[src/rtl/spi_master_mc_pkg.sv]
// Shared types and constants for the multi-slave SPI master: FSM state
// encoding, SPI mode codes and the chip-select index width helper.
package spi_master_mc_pkg;

  typedef enum logic [1:0] {
    ST_IDLE  = 2'd0,
    ST_LEAD  = 2'd1,
    ST_XFER  = 2'd2,
    ST_TRAIL = 2'd3
  } spi_state_e;

  // {cpol, cpha}
  localparam logic [1:0] SPI_MODE0 = 2'b00;
  localparam logic [1:0] SPI_MODE1 = 2'b01;
  localparam logic [1:0] SPI_MODE2 = 2'b10;
  localparam logic [1:0] SPI_MODE3 = 2'b11;

  localparam int DEFAULT_DATA_W = 16;

  // One code beyond the last slave index is kept representable so an
  // out-of-range selection can be requested and rejected with err.
  function automatic int cs_width(input int ncs);
    return (ncs < 1) ? 1 : $clog2(ncs + 1);
  endfunction

endpackage

[src/rtl/spi_master_mc_if.sv]
// Control/data bundle between the transfer requester and the SPI master,
// plus the board-facing SPI pins.
interface spi_master_mc_if #(
  parameter int DATA_W = 16,
  parameter int NCS    = 2,
  parameter int DIV_W  = 8
);
  localparam int CS_W = spi_master_mc_pkg::cs_width(NCS);

  // Handshake: st is a 1-clk request taken only while busy=0 (ignored, not
  // queued, while busy=1). done is a 1-clk pulse with DO valid and busy
  // already low, so a new st may be presented in the same clk as done.
  logic              st;
  logic              abort;
  logic [DATA_W-1:0] DI;
  logic [DIV_W-1:0]  div;
  logic              cpol;
  logic              cpha;
  logic [CS_W-1:0]   cs_sel;
  logic              MISO;
  logic              SCLK;
  logic              MOSI;
  logic [NCS-1:0]    CS_n;
  logic [DATA_W-1:0] DO;
  logic              busy;
  logic              done;
  logic              err;
  logic [7:0]        cb_bit;

  modport master (
    input  st, abort, DI, div, cpol, cpha, cs_sel, MISO,
    output SCLK, MOSI, CS_n, DO, busy, done, err, cb_bit
  );

  modport slave (
    output st, abort, DI, div, cpol, cpha, cs_sel, MISO,
    input  SCLK, MOSI, CS_n, DO, busy, done, err, cb_bit
  );

endinterface

[src/rtl/spi_master_mc_half_tick.sv]
// Half-period tick generator: counts 0..div and pulses tick on the last
// count, so every enabled span of div+1 clk yields exactly one tick.
module spi_master_mc_half_tick #(
  parameter int DIV_W = 8
) (
  input  logic             clk_i,
  input  logic             rst_ni,
  input  logic             clear_i,
  input  logic             en_i,
  input  logic [DIV_W-1:0] div_i,
  output logic             tick_o
);

  logic [DIV_W-1:0] cnt_q, cnt_d;
  logic             wrap;

  assign wrap   = (cnt_q == div_i);
  assign tick_o = en_i && !clear_i && wrap;

  always_comb begin
    cnt_d = cnt_q;
    if (clear_i) begin
      cnt_d = '0;
    end else if (en_i) begin
      cnt_d = wrap ? '0 : cnt_q + 1'b1;
    end
  end

  always_ff @(posedge clk_i or negedge rst_ni) begin
    if (!rst_ni) begin
      cnt_q <= '0;
    end else begin
      cnt_q <= cnt_d;
    end
  end

endmodule

[src/rtl/spi_master_mc.sv]
// Multi-slave SPI master with runtime CPOL/CPHA and divider, selectable
// bit order, abort, and one-hot-low chip selects.
module spi_master_mc
  import spi_master_mc_pkg::*;
#(
  parameter int DATA_W    = DEFAULT_DATA_W,
  parameter int NCS       = 2,
  parameter int DIV_W     = 8,
  parameter bit LSB_FIRST = 1'b0
) (
  input  logic                   clk,
  input  logic                   clr,
  spi_master_mc_if.master        bus,
  output spi_state_e             dbg_state_o
);

  localparam int              CS_W  = cs_width(NCS);
  localparam logic [7:0]      DW8   = 8'(DATA_W);
  localparam logic [7:0]      EDGES = 8'(2 * DATA_W);
  localparam logic [CS_W-1:0] NCS_C = CS_W'(NCS);

  spi_state_e        state_q, state_d;
  logic [DATA_W-1:0] tx_q, tx_d;
  logic [DATA_W-1:0] rx_q, rx_d;
  logic [DATA_W-1:0] do_q, do_d;
  logic [DIV_W-1:0]  div_q, div_d;
  logic              cpol_q, cpol_d;
  logic              cpha_q, cpha_d;
  logic              sclk_q, sclk_d;
  logic [NCS-1:0]    cs_n_q, cs_n_d;
  logic              done_q, done_d;
  logic              err_q, err_d;
  logic [7:0]        cb_q, cb_d;
  logic [7:0]        edge_q, edge_d;
  logic              tick;
  logic              leading;
  logic              sample_edge;

  spi_master_mc_half_tick #(.DIV_W(DIV_W)) u_half_tick (
    .clk_i   (clk),
    .rst_ni  (clr),
    .clear_i (state_q == ST_IDLE),
    .en_i    (state_q != ST_IDLE),
    .div_i   (div_q),
    .tick_o  (tick)
  );

  // edge_q counts SCLK edges already issued; even count means the next one leads.
  assign leading     = ~edge_q[0];
  assign sample_edge = leading ^ cpha_q;

  always_comb begin
    state_d = state_q;
    tx_d    = tx_q;
    rx_d    = rx_q;
    do_d    = do_q;
    div_d   = div_q;
    cpol_d  = cpol_q;
    cpha_d  = cpha_q;
    sclk_d  = sclk_q;
    cs_n_d  = cs_n_q;
    done_d  = 1'b0;
    err_d   = 1'b0;
    cb_d    = cb_q;
    edge_d  = edge_q;

    unique case (state_q)
      ST_IDLE: begin
        sclk_d = bus.cpol;
        if (bus.st) begin
          if (bus.cs_sel >= NCS_C) begin
            err_d = 1'b1;
          end else begin
            state_d = ST_LEAD;
            tx_d    = bus.DI;
            rx_d    = '0;
            div_d   = bus.div;
            cpol_d  = bus.cpol;
            cpha_d  = bus.cpha;
            cb_d    = '0;
            edge_d  = '0;
            for (int i = 0; i < NCS; i++) begin
              cs_n_d[i] = (CS_W'(i) != bus.cs_sel);
            end
          end
        end
      end
      ST_LEAD: begin
        if (tick) state_d = ST_XFER;
      end
      ST_XFER: begin
        if (tick) begin
          sclk_d = ~sclk_q;
          edge_d = edge_q + 8'd1;
          if (sample_edge) begin
            if (LSB_FIRST) rx_d = {bus.MISO, rx_q[DATA_W-1:1]};
            else           rx_d = {rx_q[DATA_W-2:0], bus.MISO};
            cb_d = cb_q + 8'd1;
          end else if ((cb_q != 8'd0) && (cb_q < DW8)) begin
            // Gating on cb_q skips the first leading edge in cpha=1 (bit 0
            // is already on MOSI) and holds the last bit after the final edge.
            if (LSB_FIRST) tx_d = tx_q >> 1;
            else           tx_d = tx_q << 1;
          end
          if (edge_q == EDGES - 8'd1) state_d = ST_TRAIL;
        end
      end
      ST_TRAIL: begin
        if (tick) begin
          state_d = ST_IDLE;
          cs_n_d  = '1;
          do_d    = rx_q;
          done_d  = 1'b1;
        end
      end
      default: state_d = ST_IDLE;
    endcase

    if (bus.abort && (state_q != ST_IDLE)) begin
      state_d = ST_IDLE;
      cs_n_d  = '1;
      sclk_d  = cpol_q;
      cb_d    = '0;
      done_d  = 1'b0;
      do_d    = do_q;
    end
  end

  always_ff @(posedge clk or negedge clr) begin
    if (!clr) begin
      state_q <= ST_IDLE;
      tx_q    <= '0;
      rx_q    <= '0;
      do_q    <= '0;
      div_q   <= '0;
      cpol_q  <= 1'b0;
      cpha_q  <= 1'b0;
      sclk_q  <= 1'b0;
      cs_n_q  <= '1;
      done_q  <= 1'b0;
      err_q   <= 1'b0;
      cb_q    <= '0;
      edge_q  <= '0;
    end else begin
      state_q <= state_d;
      tx_q    <= tx_d;
      rx_q    <= rx_d;
      do_q    <= do_d;
      div_q   <= div_d;
      cpol_q  <= cpol_d;
      cpha_q  <= cpha_d;
      sclk_q  <= sclk_d;
      cs_n_q  <= cs_n_d;
      done_q  <= done_d;
      err_q   <= err_d;
      cb_q    <= cb_d;
      edge_q  <= edge_d;
    end
  end

  assign bus.SCLK   = sclk_q;
  assign bus.MOSI   = (state_q != ST_IDLE) && (LSB_FIRST ? tx_q[0] : tx_q[DATA_W-1]);
  assign bus.CS_n   = cs_n_q;
  assign bus.DO     = do_q;
  assign bus.busy   = (state_q != ST_IDLE);
  assign bus.done   = done_q;
  assign bus.err    = err_q;
  assign bus.cb_bit = cb_q;
  assign dbg_state_o = state_q;

endmodule

[src/flat_wrapper.sv]
// flat-port wrapper written by rule: the top's interface ports become plain ports
module spi_master_mc_flat import spi_master_mc_pkg::*;
#(
  parameter int DATA_W    = DEFAULT_DATA_W,
  parameter int NCS       = 2,
  parameter int DIV_W     = 8,
  parameter bit LSB_FIRST = 1'b0
)
  (clk, clr, dbg_state_o, bus_st, bus_abort, bus_DI, bus_div, bus_cpol, bus_cpha, bus_cs_sel, bus_MISO, bus_SCLK, bus_MOSI, bus_CS_n, bus_DO, bus_busy, bus_done, bus_err, bus_cb_bit);
  spi_master_mc_if #(.DATA_W(DATA_W), .NCS(NCS), .DIV_W(DIV_W)) bus_i ();
  input  logic clk;
  input  logic clr;
  output spi_state_e dbg_state_o;
  input wire logic [$bits(bus_i.st)-1:0] bus_st;
  input wire logic [$bits(bus_i.abort)-1:0] bus_abort;
  input wire logic [$bits(bus_i.DI)-1:0] bus_DI;
  input wire logic [$bits(bus_i.div)-1:0] bus_div;
  input wire logic [$bits(bus_i.cpol)-1:0] bus_cpol;
  input wire logic [$bits(bus_i.cpha)-1:0] bus_cpha;
  input wire logic [$bits(bus_i.cs_sel)-1:0] bus_cs_sel;
  input wire logic [$bits(bus_i.MISO)-1:0] bus_MISO;
  output wire logic [$bits(bus_i.SCLK)-1:0] bus_SCLK;
  output wire logic [$bits(bus_i.MOSI)-1:0] bus_MOSI;
  output wire logic [$bits(bus_i.CS_n)-1:0] bus_CS_n;
  output wire logic [$bits(bus_i.DO)-1:0] bus_DO;
  output wire logic [$bits(bus_i.busy)-1:0] bus_busy;
  output wire logic [$bits(bus_i.done)-1:0] bus_done;
  output wire logic [$bits(bus_i.err)-1:0] bus_err;
  output wire logic [$bits(bus_i.cb_bit)-1:0] bus_cb_bit;
  assign bus_i.st = bus_st;
  assign bus_i.abort = bus_abort;
  assign bus_i.DI = bus_DI;
  assign bus_i.div = bus_div;
  assign bus_i.cpol = bus_cpol;
  assign bus_i.cpha = bus_cpha;
  assign bus_i.cs_sel = bus_cs_sel;
  assign bus_i.MISO = bus_MISO;
  assign bus_SCLK = bus_i.SCLK;
  assign bus_MOSI = bus_i.MOSI;
  assign bus_CS_n = bus_i.CS_n;
  assign bus_DO = bus_i.DO;
  assign bus_busy = bus_i.busy;
  assign bus_done = bus_i.done;
  assign bus_err = bus_i.err;
  assign bus_cb_bit = bus_i.cb_bit;
  spi_master_mc #(.DATA_W(DATA_W), .NCS(NCS), .DIV_W(DIV_W), .LSB_FIRST(LSB_FIRST)) u_core (.clk(clk), .clr(clr), .bus(bus_i), .dbg_state_o(dbg_state_o));
endmodule
[config.mk]
export PLATFORM = sky130hd
export DESIGN_NAME = spi_master_mc_flat
export DESIGN_NICKNAME = d
export VERILOG_FILES = /design/src/rtl/spi_master_mc_pkg.sv /design/src/rtl/spi_master_mc_if.sv /design/src/rtl/spi_master_mc_half_tick.sv /design/src/rtl/spi_master_mc.sv /design/src/flat_wrapper.sv
export SDC_FILE = /design/constraint.sdc
export NUM_CORES = 1
export LEC_CHECK = 0
export CORE_ASPECT_RATIO = 1.75
export CORE_MARGIN = 5
export CORE_UTILIZATION = 48
export DETAILED_ROUTE_END_ITERATION = 10
export PLACE_DENSITY = 0.78
export SYNTH_ARGS = -nofsm -noshare
export SYNTH_HDL_FRONTEND = slang
export SYNTH_SLANG_ARGS = --single-unit
export TNS_END_PERCENT = 5
[constraint.sdc]
create_clock -name clk -period 2.1 [get_ports clk]
set_input_delay 0.525 -clock clk [delete_from_list [all_inputs] [get_ports clk]]
set_output_delay 0.525 -clock clk [all_outputs]
set_load 0.02 [all_outputs]
Word level (Yosys, flattened, before mapping)
Cells that the tools add are included.

Register bits after elaboration: 89. Latch bits: 0. Bits in writable memories: 0. ROM bits: 0. Input bits: 33. Output and inout bits: 33. Word-level logic and storage cells: 110. Memories: 0.

$add $sub $neg: 3. $mul: 0. Divide/modulo/power cells: 0. Order comparisons: 2. Equality and inequality tests: 19. Shift operators: 0. Muxes and demuxes: 44. Bitwise logic cells: 5. Reductions and logical operators: 23.

Operator list (count): 16-bit two-way mux (9); 8-bit two-way mux (9); 16-bit one-hot mux with 2 select lines (2); 8-bit one-hot mux with 2 select lines (2); 8-bit by 1-bit adder with 8-bit output (second input constant) (3); 2-bit two-way mux (11); 3-bit by 1-bit inequality test with 1-bit output (second input constant) (5); 6-bit AND reduction (2); 5-bit AND reduction (2); 8-bit by 5-bit equality test with 1-bit output (second input constant) (1); 8-bit equality test (1); 8-bit by 5-bit less-than comparator with 1-bit output (second input constant) (1); 1-bit two-way mux (8); 2-bit one-hot mux with 4 select lines (1); 4-bit AND reduction (2); 2-bit nonzero test (4); 8-bit nonzero test (1); 2-bit by 1-bit inequality test with 1-bit output (second input constant) (3); 2-bit inequality test (second input constant) (3); 3-bit AND reduction (2); 3-bit nonzero test (2); 1-bit logical AND (5); 2-bit equality test (second input constant) (2); 1-bit inverter (4); other kinds (11) (11).

Longest topological paths before layout
Depth in word-level cells: 7. Gate-level depth with buffers: 9. Depth with buffers taken out: 7.

By module
A second synthesis with hierarchy kept.

Cell total of the unflattened synthesis: 384. Area total of the unflattened synthesis: 4339.2 um^2.

Modules (own cells, without submodules): spi_master_mc (times used 1, cells each 327, area each 3813.7 um^2, sequential area each 2029.4 um^2); spi_master_mc_half_tick (times used 1, cells each 57, area each 525.5 um^2, sequential area each 200.2 um^2).

Worst setup path after synthesis
OpenSTA, ideal clock, no wires.

Path kind: register to register. Start: reg u_core.state_q[0] (netlist: u_core.dbg_state_o[0]). End: reg u_core.do_q[10] (netlist: u_core.bus.DO[10]). Library setup time: 0.125 ns. Arrival time: 2.344 ns. Required time: 1.975 ns. Path slack: -0.368 ns. Cell stages (with the launch flop): 9. Buffers on the path: 2. Clock period less this slack: 2.468 ns. Path through: dfrtp_1 > inv_1 > ha_1 > clkbuf_1 > nor3_1 > nand3_1 > nor2_2 > buf_4 > mux2_2.

Longest elaborated chain between the ends: 5. Elaborated cells on any way between the ends: 9. Those cells by class: eq/ne (1); bitwise (1); reduce/logical (7).

RTL lines: start: declaration (line spi_master_mc.sv:22) `spi_state_e state_q, state_d;`; start signal: assignment (line spi_master_mc.sv:145) `state_q <= state_d;`; 2-bit logical NOT (line spi_master_mc.sv:42) `.clear_i (state_q == ST_IDLE),`; 1-bit logical NOT (line spi_master_mc_half_tick.sv:18) `assign tick_o = en_i && !clear_i && wrap;`; 1-bit logical AND (2 in series) (line spi_master_mc_half_tick.sv:18); 3-bit AND reduction (no line) (*); end signal: assignment (line spi_master_mc.sv:148) `do_q <= do_d;`; end: declaration (line spi_master_mc.sv:25) `logic [DATA_W-1:0] do_q, do_d;`.

Every way passes the cells marked *; elsewhere a longest branch is shown, timed or not. A chain may end at the register's enable or synchronous reset.

Worst setup path in the final report
Start: reg u_core.state_q[0] (netlist: u_core.dbg_state_o[0]). End: reg u_core.cb_q[3] (netlist: u_core.bus.cb_bit[3]).

Longest elaborated chain between the ends: 6. Elaborated cells on any way between the ends: 15. Those cells by class: eq/ne (5); mux (2); reduce/logical (8).

RTL lines: 2-bit logical NOT (line spi_master_mc.sv:42, spi_master_mc.sv:67); 1-bit logical NOT (line spi_master_mc_half_tick.sv:18); 1-bit logical AND (2 in series) (line spi_master_mc_half_tick.sv:18); 3-bit by 1-bit inequality test with 1-bit output (no line); 5-bit AND reduction (no line); end signal: assignment (line spi_master_mc.sv:142) `cb_q <= '0;`; end signal: assignment (line spi_master_mc.sv:156) `cb_q <= cb_d;`; end: declaration (line spi_master_mc.sv:33) `logic [7:0] cb_q, cb_d;`.

Several ways; a longest one is shown, not always the timed one.

==> flow_metrics.tcl <==
set metrics [dict create \
    num-nets-final 530 \
    sw_ratio_pct 34.1 \
    gr-total-overflow 0 \
    worst_slew_margin_rel_pct 64.2 \
    max_clock_freq_ghz 0.488 \
    initial_antenna_violation_count 0 \
    leakage_nw 2.45 \
    cts_tree "done" \
    htreeDepth 3 \
    synth.cell_area_um2 4190 \
    maxSlewViolCount 0 \
    detail_route.vias_per_cell 5.46 \
    clock-skew-final_ns 0.00704 \
    worst_r2r_path_depth 6 \
    die_width_um 80.6 \
    async_reset_ff_share_pct 100 \
    grt_pass1_wl_mm 16.2 \
    net-switching-power_w 0.00238 \
    vias 3336 \
    postSynthRegisterBits 89 \
    postSynthNetCount 426 \
    synth_edf_count 0 \
    share_of_final_layout_standard_cells_stronger_than_drive_strength_1_pct 23.7 \
    instance_area_at_placement_um2 5320 \
    drt-wirelength-per-cell_um 15.7 \
    power.density_cell_area_nw_per_um2 1230 \
    seq_area_frac_synth_pct 53.3 \
    count_of_final_hold_check_violations 0 \
    drt.antenna.violating_nets 0 \
    fin_util_pct 66.1 \
    stdcell_area_um2 5700 \
    height_of_the_die_um 134 \
    mostFrequentLayoutCells "dfrtp_1, clkdlybuf4s50_1, nand2_1" \
    timing.hold.worst.class "in -> async" \
    clk_transition_reported_paths_ns 0.06 \
    irDropWorstVdd_mv 0.802 \
    synthDominantAreaCellType "dfrtp_1" \
    synth.yosys.warnings 0 \
    rows 45 \
    synth.top_cell.area_share_pct 52.0 \
    detail_route.iter0.violations 187 \
    buffer_ports.inserted 65 \
    final_weighted_congestion_in_routability_driven_placement 0.827 \
    regToRegSetupSlack_ns 0.05 \
    wirelength_mm 9.59 \
    vias_in_the_first_global_route 3423 \
    post_synthesis_instance_total 385 \
    largest_net_degree_at_the_start_of_global_routing 40 \
    setup.worst_path.class "reg -> reg" \
    start_util_pct 48.6 \
    fillers 616 \
    coreArea_um2 8610 \
    top_post_synthesis_cells_by_area "dfrtp_1, mux2_2, nand2_1" \
    dp_hpwl_mm 6.96 \
    cp-start-kind "flip-flop" \
    max_slew.worst_pin.slew_ns 0.537 \
    io-pin-count 66 \
    rsz0062_at_grt "true" \
    crit_arrival_ns 2.32 \
    netlist-cell-type-count 54 \
    intPower_w 0.00461 \
    timing.critical_path.fanout_max 5 \
    critical_path_rt_ns 2.37 \
    p_clk_share_pct 23.7 \
    fin_tns_setup_ns 0 \
    startpoint_of_the_worst_register_to_register_path "u_core.dbg_state_o[0]$_DFFE_PN0P_" \
    ys.flop_type "dfrtp_1" \
    clk_latency_worst_skew_pair_ns 0.34 \
    cap_violations 0 \
    cts.sinks 89 \
    min_period_ns 2.05 \
    seqPwrFrac_pct 36.4 \
    flow.area_growth_from_synthesis_pct 36.1 \
    mostFrequentLayoutCell "dfrtp_1" \
    worstReg2RegEnd "u_core.bus.cb_bit[3]$_DFFE_PN0P_" \
    cts_inserted_buffers 9 \
    clock-root-buffer "clkbuf_16" \
    clk_path_buf_depth 2 \
    power_frac_comb_pct 39.9 \
    grt_usage_pct 19.1 \
    die_area_um2 10800 \
    dr.pass1.iters 4 \
    layout_worst_path_cycle_share_pct 97.5 \
    diodes 0 \
    setup-violations-final 0 \
    outcome "finished clean" \
    syn_avg_cell_area_um2 10.9 \
    timing.critical_path.to_type "flip-flop" \
    drc 0 \
    whs_ns 0.112 \
]
## routing by layer
layer,global-route usage (%),part of all wire [%],up-vias
met4,7.33,1.9,0
met5,0,0,-
li1,-,-,1594
met2,32.1,54,82
met3,4.67,4.7,14
met1,23.2,39,1646
## synthesized netlist by cell type, types with 2 or more instances
master,count
and3_1,5
nor4_1,2
a41oi_1,2
a22o_1,3
o21ai_0,19
a21oi_1,6
nor3_1,5
o21a_1,15
ha_1,8
nor2_1,16
or2_2,3
nand4_1,3
mux2i_1,3
buf_4,2
and4_1,2
xor2_1,8
o311ai_0,2
clkbuf_1,14
or4_1,5
xnor2_1,10
dfstp_2,2
o22a_1,17
nor2b_1,4
a32oi_1,2
inv_1,9
nand3_1,17
mux2_2,26
nand2_1,52
o41ai_1,2
nand2b_1,2
nand4b_1,2
o21ai_1,3
dfrtp_1,87
buf_2,2
o211ai_1,5
and2_1,2
## final cells by class
cell class,instances,area [um2],share of cell area (%)
sequential,89,2230,39.2
multi-input combinational,269,1920,33.8
timing repair buffer,111,1040,18.3
clock buffer,11,253,4.44
tap,117,146,2.57
clock inverter,5,60.1,1.05
inverter,9,33.8,0.593
## repair_timing
action,CTS,global route
hold buffers,0,0
cloned,0,1
setup buffers,0,3
pin swaps,0,1
setup endpoints to repair,18,16
gates resized for setup,6,9
## cell families after synthesis
logic type / Yosys count / share of synthesized area (%)
AND/OR/NAND/NOR: 129 / 15.7
flip-flops: 89 / 53.3
AO/OA/AOI/OAI: 85 / 14.5
multiplexers: 29 / 7.71
buffers and inverters: 27 / 2.66
XOR/XNOR: 18 / 3.77
adder cells (fa/ha/maj): 8 / 2.39
## flip-flops by register name (all words and copies together) (netlist names)
name	flops
u_core.bus.err	1
u_core.cpol_q	1
u_core.bus.DO	16
u_core.tx_q	16
u_core.bus.SCLK	1
u_core.u_half_tick.cnt_q	8
u_core.cpha_q	1
u_core.bus.done	1
u_core.edge_q	8
u_core.div_q	8
u_core.bus.CS_n	2
u_core.rx_q	16
u_core.dbg_state_o	2
u_core.bus.cb_bit	8
## power by group through the flow
| stage | sequential [W] | clock, W | combinational [W] |
|---|---|---|---|
| after floorplan | 0.00269 | 0 | 0.00138 |
| after global placement | 0.00255 | 0 | 0.00266 |
| after detailed placement | 0.00257 | 0 | 0.00273 |
| after CTS | 0.00254 | 0.00169 | 0.00274 |
| after global routing | 0.00261 | 0.00175 | 0.00301 |
| final | 0.00255 | 0.00166 | 0.00279 |
## stage by stage
stage                     power [W]  std cells  setup slack [ns]
after floorplan             0.00407        385           -0.0147
after global placement      0.00521        591            -0.179
after detailed placement    0.00530        591            -0.183
after CTS                   0.00697        607            0.0145
after global routing        0.00738        611           -0.0323
final                       0.00700        611            0.0523
## worst max path at each step
stage                                            end  slack, ns                         startpoint
finish              u_core.bus.cb_bit[3]$_DFFE_PN0P_       0.05  u_core.dbg_state_o[0]$_DFFE_PN0P_
global route        u_core.bus.cb_bit[6]$_DFFE_PN0P_      -0.03  u_core.dbg_state_o[0]$_DFFE_PN0P_
CTS                 u_core.bus.cb_bit[7]$_DFFE_PN0P_       0.01  u_core.dbg_state_o[0]$_DFFE_PN0P_
detailed placement  u_core.bus.cb_bit[3]$_DFFE_PN0P_      -0.18                             bus_st
global placement    u_core.bus.cb_bit[3]$_DFFE_PN0P_      -0.18                             bus_st
floorplan                u_core.tx_q[10]$_DFFE_PN0P_      -0.01   u_core.bus.cb_bit[5]$_DFFE_PN0P_
## worst max-delay path, cell delays in order, from the launching register on
cell and delay, ns:
dfrtp_2 0.37, inv_2 0.06, ha_4 0.18, or3_4 0.38, or4_1 0.48, or4_1 0.40, nand3_1 0.10
(Power assumes the default switching activity.)
